### src/rtl/ddr4_cmd_decoder_pkg.sv
// Shared types for the DDR4 command decoder.
// Holds the power-state and command enums, the strobe payload structs,
// default widths and the pin-to-command decode function.
package ddr4_cmd_pkg;

  localparam int unsigned BG_W      = 2;
  localparam int unsigned BA_W      = 2;
  localparam int unsigned ADDR_W    = 17;
  localparam int unsigned COL_W     = 10;
  localparam int unsigned ERR_CNT_W = 8;

  localparam logic [ERR_CNT_W-1:0] ERR_CNT_MAX = '1;

  typedef enum logic [1:0] {
    PWR_INIT    = 2'd0,
    PWR_ACTIVE  = 2'd1,
    PWR_PWRDN   = 2'd2,
    PWR_SELFREF = 2'd3
  } pwr_state_e;

  typedef enum logic [3:0] {
    CMD_DES  = 4'd0,
    CMD_NOP  = 4'd1,
    CMD_ACT  = 4'd2,
    CMD_MRS  = 4'd3,
    CMD_REF  = 4'd4,
    CMD_PRE  = 4'd5,
    CMD_PREA = 4'd6,
    CMD_WR   = 4'd7,
    CMD_WRA  = 4'd8,
    CMD_RD   = 4'd9,
    CMD_RDA  = 4'd10,
    CMD_ZQC  = 4'd11,
    CMD_RFU  = 4'd12
  } cmd_e;

  // Command strobes produced by the decode path.
  typedef struct packed {
    logic act;
    logic mrw;
    logic rfsh;
    logic pr;
    logic pra;
    logic wr;
    logic wra;
    logic rd;
    logic rda;
    logic cfg;
  } cmd_strb_t;

  // CKE-driven power strobes produced by the power FSM.
  typedef struct packed {
    logic ckeh;
    logic ckel;
    logic pd;
    logic pdx;
    logic srf;
  } pwr_strb_t;

  // Classify one sample of the command pins; a10 selects AP / all-banks.
  function automatic cmd_e decode_cmd(input logic cs_n, input logic act_n,
                                      input logic ras_n, input logic cas_n,
                                      input logic we_n, input logic a10);
    cmd_e cmd;
    cmd = CMD_NOP;
    if (cs_n) begin
      cmd = CMD_DES;
    end else if (!act_n) begin
      cmd = CMD_ACT;
    end else begin
      case ({ras_n, cas_n, we_n})
        3'b000: cmd = CMD_MRS;
        3'b001: cmd = CMD_REF;
        3'b010: cmd = a10 ? CMD_PREA : CMD_PRE;
        3'b011: cmd = CMD_RFU;
        3'b100: cmd = a10 ? CMD_WRA : CMD_WR;
        3'b101: cmd = a10 ? CMD_RDA : CMD_RD;
        3'b110: cmd = CMD_ZQC;
        3'b111: cmd = CMD_NOP;
        default: cmd = CMD_NOP;
      endcase
    end
    return cmd;
  endfunction

endpackage

### src/rtl/ddr4_cmd_decoder_if.sv
// DDR4 command/address pin bundle.
// master: controller side driving the pins; slave: decoder sampling them.
// Signals: cke, cs_n, act_n, ras_n, cas_n, we_n, bg, ba, a.
interface ddr4_cmd_if
  import ddr4_cmd_pkg::*;
#(
  parameter int unsigned BGWIDTH   = BG_W,
  parameter int unsigned BAWIDTH   = BA_W,
  parameter int unsigned ADDRWIDTH = ADDR_W
);

  logic                 cke;
  logic                 cs_n;
  logic                 act_n;
  logic                 ras_n;
  logic                 cas_n;
  logic                 we_n;
  logic [BGWIDTH-1:0]   bg;
  logic [BAWIDTH-1:0]   ba;
  logic [ADDRWIDTH-1:0] a;

  modport master (output cke, cs_n, act_n, ras_n, cas_n, we_n, bg, ba, a);
  modport slave  (input  cke, cs_n, act_n, ras_n, cas_n, we_n, bg, ba, a);

endinterface

### src/rtl/ddr4_cmd_decoder_cke_pwr_fsm.sv
// CKE tracking and power-state FSM.
// Ports: clk, rst (sync, active-high), cke_i, cmd_i (decoded pins),
//   state_o (registered power state), strb_o (registered CKEH/CKEL/PD/PDX/SRF),
//   decode_en_c (pins may be decoded this cycle),
//   drop_cmd_c (a real command arrived with CKE falling and is dropped).
module cke_pwr_fsm
  import ddr4_cmd_pkg::*;
(
  input  logic       clk,
  input  logic       rst,
  input  logic       cke_i,
  input  cmd_e       cmd_i,
  output pwr_state_e state_o,
  output pwr_strb_t  strb_o,
  output logic       decode_en_c,
  output logic       drop_cmd_c
);

  pwr_state_e state_q, state_d;
  pwr_strb_t  strb_q, strb_d;
  logic       cke_q;

  // State, previous-CKE and power strobe registers.
  always_ff @(posedge clk) begin
    if (rst) begin
      state_q <= PWR_INIT;
      strb_q  <= '0;
      cke_q   <= 1'b0;
    end else begin
      state_q <= state_d;
      strb_q  <= strb_d;
      cke_q   <= cke_i;
    end
  end

  // Next state and power strobes; a CKE transition outranks command decode.
  always_comb begin
    state_d     = state_q;
    strb_d      = '0;
    decode_en_c = 1'b0;
    drop_cmd_c  = 1'b0;
    case (state_q)
      PWR_INIT: begin
        if (cke_i) begin
          strb_d.ckeh = 1'b1;
          state_d     = PWR_ACTIVE;
        end
      end
      PWR_ACTIVE: begin
        if (cke_q) begin
          if (cke_i) begin
            decode_en_c = 1'b1;
          end else begin
            strb_d.ckel = 1'b1;
            if (cmd_i == CMD_REF) begin
              strb_d.srf = 1'b1;
              state_d    = PWR_SELFREF;
            end else begin
              strb_d.pd  = 1'b1;
              state_d    = PWR_PWRDN;
              drop_cmd_c = (cmd_i != CMD_DES) && (cmd_i != CMD_NOP);
            end
          end
        end
      end
      PWR_PWRDN: begin
        if (cke_i) begin
          strb_d.pdx  = 1'b1;
          strb_d.ckeh = 1'b1;
          state_d     = PWR_ACTIVE;
        end
      end
      PWR_SELFREF: begin
        if (cke_i) begin
          strb_d.ckeh = 1'b1;
          state_d     = PWR_ACTIVE;
        end
      end
      default: state_d = PWR_INIT;
    endcase
  end

  assign state_o = state_q;
  assign strb_o  = strb_q;

endmodule

### src/rtl/ddr4_cmd_decoder.sv
// DDR4 command/address decoder for the memory-side model.
// Ports: clk, rst (sync, active-high), cmd (pin bundle, slave side),
//   bg_q/ba_q/row_q/col_q (registered address latches),
//   ACT..WRA (one-cycle command and power strobes), illegal (one-cycle pulse),
//   err_cnt (saturating illegal count), pwr_state (current power state).
// All outputs appear one clock after the pins are sampled.
module ddr4_cmd_decoder
  import ddr4_cmd_pkg::*;
#(
  parameter int unsigned BGWIDTH   = BG_W,
  parameter int unsigned BAWIDTH   = BA_W,
  parameter int unsigned ADDRWIDTH = ADDR_W,
  parameter int unsigned COLWIDTH  = COL_W
)(
  input  logic                 clk,
  input  logic                 rst,
  ddr4_cmd_if.slave            cmd,
  output logic [BGWIDTH-1:0]   bg_q,
  output logic [BAWIDTH-1:0]   ba_q,
  output logic [ADDRWIDTH-1:0] row_q,
  output logic [COLWIDTH-1:0]  col_q,
  output logic                 ACT,
  output logic                 BST,
  output logic                 CFG,
  output logic                 CKEH,
  output logic                 CKEL,
  output logic                 DPD,
  output logic                 DPDX,
  output logic                 MRR,
  output logic                 MRW,
  output logic                 PD,
  output logic                 PDX,
  output logic                 PR,
  output logic                 PRA,
  output logic                 RD,
  output logic                 RDA,
  output logic                 REF,
  output logic                 SRF,
  output logic                 WR,
  output logic                 WRA,
  output logic                 illegal,
  output logic [ERR_CNT_W-1:0] err_cnt,
  output logic [1:0]           pwr_state
);

  cmd_e                 cmd_c;
  pwr_state_e           pwr_state_s;
  pwr_strb_t            pwr_strb;
  logic                 decode_en_c;
  logic                 drop_cmd_c;
  cmd_strb_t            strb_q, strb_d;
  logic                 illegal_d;
  logic [ERR_CNT_W-1:0] err_cnt_d;
  logic [BGWIDTH-1:0]   bg_d;
  logic [BAWIDTH-1:0]   ba_d;
  logic [ADDRWIDTH-1:0] row_d;
  logic [COLWIDTH-1:0]  col_d;
  logic                 unused_addr_bits;

  assign cmd_c = decode_cmd(cmd.cs_n, cmd.act_n, cmd.ras_n, cmd.cas_n,
                            cmd.we_n, cmd.a[10]);

  // Only a[13:0] ever reaches an output; the upper pins are sampled but dropped.
  assign unused_addr_bits = ^cmd.a;

  cke_pwr_fsm u_pwr_fsm (
    .clk         (clk),
    .rst         (rst),
    .cke_i       (cmd.cke),
    .cmd_i       (cmd_c),
    .state_o     (pwr_state_s),
    .strb_o      (pwr_strb),
    .decode_en_c (decode_en_c),
    .drop_cmd_c  (drop_cmd_c)
  );

  // Command strobes, address latches and illegal accounting.
  always_comb begin
    strb_d    = '0;
    illegal_d = drop_cmd_c;
    err_cnt_d = err_cnt;
    bg_d      = bg_q;
    ba_d      = ba_q;
    row_d     = row_q;
    col_d     = col_q;
    if (decode_en_c) begin
      case (cmd_c)
        CMD_ACT: begin
          strb_d.act = 1'b1;
          // During ACT the ras/cas/we pins carry A16/A15/A14.
          row_d = ADDRWIDTH'({cmd.ras_n, cmd.cas_n, cmd.we_n, cmd.a[13:0]});
        end
        CMD_MRS:  strb_d.mrw  = 1'b1;
        CMD_REF:  strb_d.rfsh = 1'b1;
        CMD_PRE:  strb_d.pr   = 1'b1;
        CMD_PREA: strb_d.pra  = 1'b1;
        CMD_WR: begin
          strb_d.wr = 1'b1;
          col_d     = cmd.a[COLWIDTH-1:0];
        end
        CMD_WRA: begin
          strb_d.wra = 1'b1;
          col_d      = cmd.a[COLWIDTH-1:0];
        end
        CMD_RD: begin
          strb_d.rd = 1'b1;
          col_d     = cmd.a[COLWIDTH-1:0];
        end
        CMD_RDA: begin
          strb_d.rda = 1'b1;
          col_d      = cmd.a[COLWIDTH-1:0];
        end
        CMD_ZQC:  strb_d.cfg  = 1'b1;
        CMD_RFU:  illegal_d   = 1'b1;
        default:  ;
      endcase
      // Bank address follows every strobed command so it stays aligned.
      if (|strb_d) begin
        bg_d = BGWIDTH'(cmd.bg);
        ba_d = BAWIDTH'(cmd.ba);
      end
    end
    if (illegal_d && (err_cnt != ERR_CNT_MAX)) begin
      err_cnt_d = err_cnt + ERR_CNT_W'(1);
    end
  end

  always_ff @(posedge clk) begin
    if (rst) begin
      strb_q  <= '0;
      illegal <= 1'b0;
      err_cnt <= '0;
      bg_q    <= '0;
      ba_q    <= '0;
      row_q   <= '0;
      col_q   <= '0;
    end else begin
      strb_q  <= strb_d;
      illegal <= illegal_d;
      err_cnt <= err_cnt_d;
      bg_q    <= bg_d;
      ba_q    <= ba_d;
      row_q   <= row_d;
      col_q   <= col_d;
    end
  end

  assign ACT  = strb_q.act;
  assign MRW  = strb_q.mrw;
  assign REF  = strb_q.rfsh;
  assign PR   = strb_q.pr;
  assign PRA  = strb_q.pra;
  assign WR   = strb_q.wr;
  assign WRA  = strb_q.wra;
  assign RD   = strb_q.rd;
  assign RDA  = strb_q.rda;
  assign CFG  = strb_q.cfg;
  assign CKEH = pwr_strb.ckeh;
  assign CKEL = pwr_strb.ckel;
  assign PD   = pwr_strb.pd;
  assign PDX  = pwr_strb.pdx;
  assign SRF  = pwr_strb.srf;

  // LPDDR-only commands never occur on a DDR4 bus.
  assign BST  = 1'b0;
  assign DPD  = 1'b0;
  assign DPDX = 1'b0;
  assign MRR  = 1'b0;

  assign pwr_state = pwr_state_s;

endmodule

### src/flat_wrapper.sv
// flat-port wrapper written by rule: the top's interface ports become plain ports
module ddr4_cmd_decoder_flat import ddr4_cmd_pkg::*;
#(
  parameter int unsigned BGWIDTH   = BG_W,
  parameter int unsigned BAWIDTH   = BA_W,
  parameter int unsigned ADDRWIDTH = ADDR_W,
  parameter int unsigned COLWIDTH  = COL_W
)
  (clk, rst, bg_q, ba_q, row_q, col_q, ACT, BST, CFG, CKEH, CKEL, DPD, DPDX, MRR, MRW, PD, PDX, PR, PRA, RD, RDA, REF, SRF, WR, WRA, illegal, err_cnt, pwr_state, cmd_cke, cmd_cs_n, cmd_act_n, cmd_ras_n, cmd_cas_n, cmd_we_n, cmd_bg, cmd_ba, cmd_a);
  ddr4_cmd_if #(.BGWIDTH(BGWIDTH), .BAWIDTH(BAWIDTH), .ADDRWIDTH(ADDRWIDTH)) cmd_i ();
  input  logic clk;
  input  logic rst;
  output logic [BGWIDTH-1:0] bg_q;
  output logic [BAWIDTH-1:0] ba_q;
  output logic [ADDRWIDTH-1:0] row_q;
  output logic [COLWIDTH-1:0] col_q;
  output logic ACT;
  output logic BST;
  output logic CFG;
  output logic CKEH;
  output logic CKEL;
  output logic DPD;
  output logic DPDX;
  output logic MRR;
  output logic MRW;
  output logic PD;
  output logic PDX;
  output logic PR;
  output logic PRA;
  output logic RD;
  output logic RDA;
  output logic REF;
  output logic SRF;
  output logic WR;
  output logic WRA;
  output logic illegal;
  output logic [ERR_CNT_W-1:0] err_cnt;
  output logic [1:0] pwr_state;
  input wire logic [$bits(cmd_i.cke)-1:0] cmd_cke;
  input wire logic [$bits(cmd_i.cs_n)-1:0] cmd_cs_n;
  input wire logic [$bits(cmd_i.act_n)-1:0] cmd_act_n;
  input wire logic [$bits(cmd_i.ras_n)-1:0] cmd_ras_n;
  input wire logic [$bits(cmd_i.cas_n)-1:0] cmd_cas_n;
  input wire logic [$bits(cmd_i.we_n)-1:0] cmd_we_n;
  input wire logic [$bits(cmd_i.bg)-1:0] cmd_bg;
  input wire logic [$bits(cmd_i.ba)-1:0] cmd_ba;
  input wire logic [$bits(cmd_i.a)-1:0] cmd_a;
  assign cmd_i.cke = cmd_cke;
  assign cmd_i.cs_n = cmd_cs_n;
  assign cmd_i.act_n = cmd_act_n;
  assign cmd_i.ras_n = cmd_ras_n;
  assign cmd_i.cas_n = cmd_cas_n;
  assign cmd_i.we_n = cmd_we_n;
  assign cmd_i.bg = cmd_bg;
  assign cmd_i.ba = cmd_ba;
  assign cmd_i.a = cmd_a;
  ddr4_cmd_decoder #(.BGWIDTH(BGWIDTH), .BAWIDTH(BAWIDTH), .ADDRWIDTH(ADDRWIDTH), .COLWIDTH(COLWIDTH)) u_core (.clk(clk), .rst(rst), .cmd(cmd_i), .bg_q(bg_q), .ba_q(ba_q), .row_q(row_q), .col_q(col_q), .ACT(ACT), .BST(BST), .CFG(CFG), .CKEH(CKEH), .CKEL(CKEL), .DPD(DPD), .DPDX(DPDX), .MRR(MRR), .MRW(MRW), .PD(PD), .PDX(PDX), .PR(PR), .PRA(PRA), .RD(RD), .RDA(RDA), .REF(REF), .SRF(SRF), .WR(WR), .WRA(WRA), .illegal(illegal), .err_cnt(err_cnt), .pwr_state(pwr_state));
endmodule
### config.mk
export PLATFORM = sky130hd
export DESIGN_NAME = ddr4_cmd_decoder_flat
export DESIGN_NICKNAME = d
export VERILOG_FILES = /design/src/rtl/ddr4_cmd_decoder_pkg.sv /design/src/rtl/ddr4_cmd_decoder_if.sv /design/src/rtl/ddr4_cmd_decoder_cke_pwr_fsm.sv /design/src/rtl/ddr4_cmd_decoder.sv /design/src/flat_wrapper.sv
export SDC_FILE = /design/constraint.sdc
export NUM_CORES = 1
export LEC_CHECK = 0
export BUFFER_PORTS_ARGS = -buffer_cell sky130_fd_sc_hd__clkbuf_2
export CAP_MARGIN = 5
export CORE_MARGIN = 10
export CORE_UTILIZATION = 50
export CTS_CLUSTER_SIZE = 28
export DETAILED_ROUTE_END_ITERATION = 16
export GPL_TIMING_DRIVEN = 0
export PLACE_DENSITY_LB_ADDON = 0.2
export SYNTH_ARGS = -nofsm -noshare
export SYNTH_HDL_FRONTEND = slang
export SYNTH_HIERARCHICAL = 1
export SYNTH_SLANG_ARGS = --single-unit
### constraint.sdc
create_clock -name clk -period 3.05 [get_ports clk]
set_input_delay 0.305 -clock clk [delete_from_list [all_inputs] [get_ports clk]]
set_output_delay 0.305 -clock clk [all_outputs]
set_load 0.1 [all_outputs]
==> impl_metrics.env <==
export IMPL_clk_path_buf_depth=2
export IMPL_synthDistinctLibCells=48
export IMPL_post_place_ws_ns=0.2501
export IMPL_finalInstanceArea_um2=3339
export IMPL_first_pass_iters=4
export IMPL_grt_overflow=0
export IMPL_routed_wirelength_mm=6.598
export IMPL_clk_pin_slew_ns=0.07
export IMPL_io_pins=90
export IMPL_fmax_mhz=402.7
export IMPL_grt_pass1_vias=2389
export IMPL_syn_inst=271
export IMPL_hold_viol_final=0
export IMPL_cts_max_level=3
export IMPL_final_antenna_net_count=0
export IMPL_critPathMaxStageDelay_ns=0.46
export IMPL_vias=2267
export IMPL_synth_top_area_cell="dfxtp_1"
export IMPL_dp_cells=424
export IMPL_num_nets_final=395
export IMPL_wire_per_inst_um=15.00
export IMPL_required_ns=3.31
export IMPL_dieArea_um2=8484
export IMPL_maxCapViolations=0
export IMPL_min_period_ns=2.483
export IMPL_ys_async_sr_fraction_pct=0
export IMPL_path_cells="clkbuf_2, buf_2, buf_1, o211ai_1, nor2_1, a211oi_1, nor3_1, a41oi_4, buf_6, or4_1, a21oi_1"
export IMPL_cts_hold_buf=0
export IMPL_fin_cells=440
export IMPL_worst_setup_path_end_kind="flop"
export IMPL_yosys_top_cells_area="dfxtp_1, mux2i_1, nand2b_1"
export IMPL_avgSynthCellArea_um2=9.594
export IMPL_vias_per_cell=5.152
export IMPL_final_cell_mix="clkbuf_2, dfxtp_1, nand2b_1"
export IMPL_cts_setup_buffers=0
export IMPL_drcViolationCount=0
export IMPL_slew_headroom_pct=62.25
export IMPL_synth_main_ff_cell="dfxtp_1"
export IMPL_synth_area_um2=2600
export IMPL_synth_edff_count=0
export IMPL_die_h_um=92.11
export IMPL_yosys_register_bits=58
export IMPL_cts_tree="yes"
export IMPL_postCtsResizedCells=0
export IMPL_area_growth_pct=28.44
export IMPL_status="finished clean"
export IMPL_port_buffers=80
export IMPL_cts_root_buf="clkbuf_8"
export IMPL_crit_slowest_cell="or4_1"
export IMPL_drtIter0Drc=105
export IMPL_layout_commonest_cell="clkbuf_2"
export IMPL_grt_pass1_wl_mm=11.02
export IMPL_maxSlewViolCount=0
export IMPL_cts_buffers=9
export IMPL_fin_worst_skew_ns=0.004826
export IMPL_grt_max_degree=14
export IMPL_worstPathArrival_ns=2.75
export IMPL_hpwl_mm=4.828
export IMPL_floorplan_rows=26
export IMPL_synth_top_area_share_pct=44.66
export IMPL_path_class="input pin to flop"
export IMPL_period_share_pct=81.42
export IMPL_place_gp_congestion=0.8485
export IMPL_final_setup_tns_ns=0
export IMPL_placed_area_um2=3099
export IMPL_hp_class="input pin to flop"
export IMPL_yosysWarnings=6
export IMPL_insertedDiodeCount=0
export IMPL_fin_ws_ns=0.5667
export IMPL_drive_gt1_share_pct=32.70
export IMPL_tightest_slew_ns=0.5687
export IMPL_irDropWorstVdd_v=0.0003403
export IMPL_hold_depth=3
export IMPL_seq_area_frac_synth_pct=44.66
export IMPL_r2r_cells=7
export IMPL_core_area_um2=5075
export IMPL_clock_latency_ns=0.34
export IMPL_clkSinkCount=58
export IMPL_power_leakage_nw=1.402
export IMPL_worstPathMaxFanout=10
export IMPL_setup_viol=0
export IMPL_start_util_pct=51.23
export IMPL_grt_antenna_before_repair=0
export IMPL_finalHoldWorstSlack_ns=0.2028
export IMPL_track_usage_pct=15.81
export IMPL_die_width_um=92.11
export IMPL_power_density_nw_per_um2=538.9
export IMPL_start_kind="input pin"
export IMPL_rsz0062_at_grt="false"
[Yosys cell counts (2+ instances only)]
master and count:
nor3_1 5, buf_2 5, nor2_1 27, dfxtp_1 58, nand3_1 4, nand2_1 8, or4_1 4, clkbuf_1 9
nor2b_1 7, buf_6 2, o21ai_0 5, nand2b_1 36, inv_1 4, buf_4 6, nand3b_1 3, a21boi_0 2
a21oi_1 11, mux2i_1 32, o31ai_1 4, nor4_1 4, nor3b_1 3, or3_1 2, a211oi_1 2, a311oi_2 2
and4_1 3
[path summary, 6_finish.rpt]
check                                                 endpoint  slack (ns)                                     start
worst max-delay path            u_core/err_cnt[2]$_SDFFE_PP0P_        0.57                                 cmd_cas_n
worst min register to register    u_core/row_q[7]$_SDFFE_PP0P_        0.47              u_core/row_q[7]$_SDFFE_PP0P_
worst max register to register  u_core/err_cnt[2]$_SDFFE_PP0P_        0.79  u_core/u_pwr_fsm/state_o[0]$_SDFFE_PP0P_
worst min-delay path               u_core/bg_q[1]$_SDFFE_PP0P_        0.20                                 cmd_bg[1]
[area by class of cell]
type	instances	area [um2]
Clock buffer	9	123.9
Buffer	24	145.1
Inverter	4	15.01
Clock inverter	7	116.4
Multi-Input combinational cell	188	1290
Fill cell	438	1735
Sequential cell	58	1161
Timing Repair Buffer	80	400.4
Tap cell	70	87.58
[registers in the layout (all words and copies together) (netlist names), 2 cells and up]
signal,flops
u_core/ba_q,2
u_core/bg_q,2
u_core/col_q,10
u_core/err_cnt,8
u_core/row_q,17
u_core/u_pwr_fsm/state_o,2
u_core/u_pwr_fsm/strb_o,5
[power breakdown]
group	leakage [nW]	switching [W]	internal, W
clock	0.120	0.000321	0.000542
sequential	0.468	0.00000438	0.000762
combinational	0.814	0.000118	0.0000509
total	1.40	0.000444	0.00136
[cell families (layout without fill, tap and decap cells)]
family / Yosys count / count (layout) / synth area share (%)
simple gates: 115 / 115 / 25.51
flops: 58 / 58 / 44.66
compound gates: 36 / 36 / 10.73
mux: 32 / 32 / 12.32
buf+inv: 28 / 124 / 6.159
fa+ha+maj: 1 / 1 / 0.4812
other cells: 1 / 4 / 0.1442
[stage by stage]
| stage | total power (W) | utilization, % |
|---|---|---|
| floorplan | 0.0009081 | - |
| global placement | 0.0009495 | 61.07 |
| detailed placement | 0.0009511 | 61.07 |
| CTS | 0.001818 | 65.80 |
| global route | 0.001872 | 65.80 |
| finish | 0.001800 | 65.80 |
[per-layer routing]
metal	GRT usage [%]	vias to the layer above	wire length [um]
li1	-	1123	-
met1	16.73	1064	2727
met2	26.00	71	3190
met3	8.068	9	571
met4	6.684	0	108
met5	0	-	0
[critical path: cells and delay by family]
family | cells | cell delay (ns)
buf+inv | 4 | 0.90
compound gates | 4 | 0.47
simple gates | 3 | 1.07
Note: power is estimated with default switching activity, not from simulation.
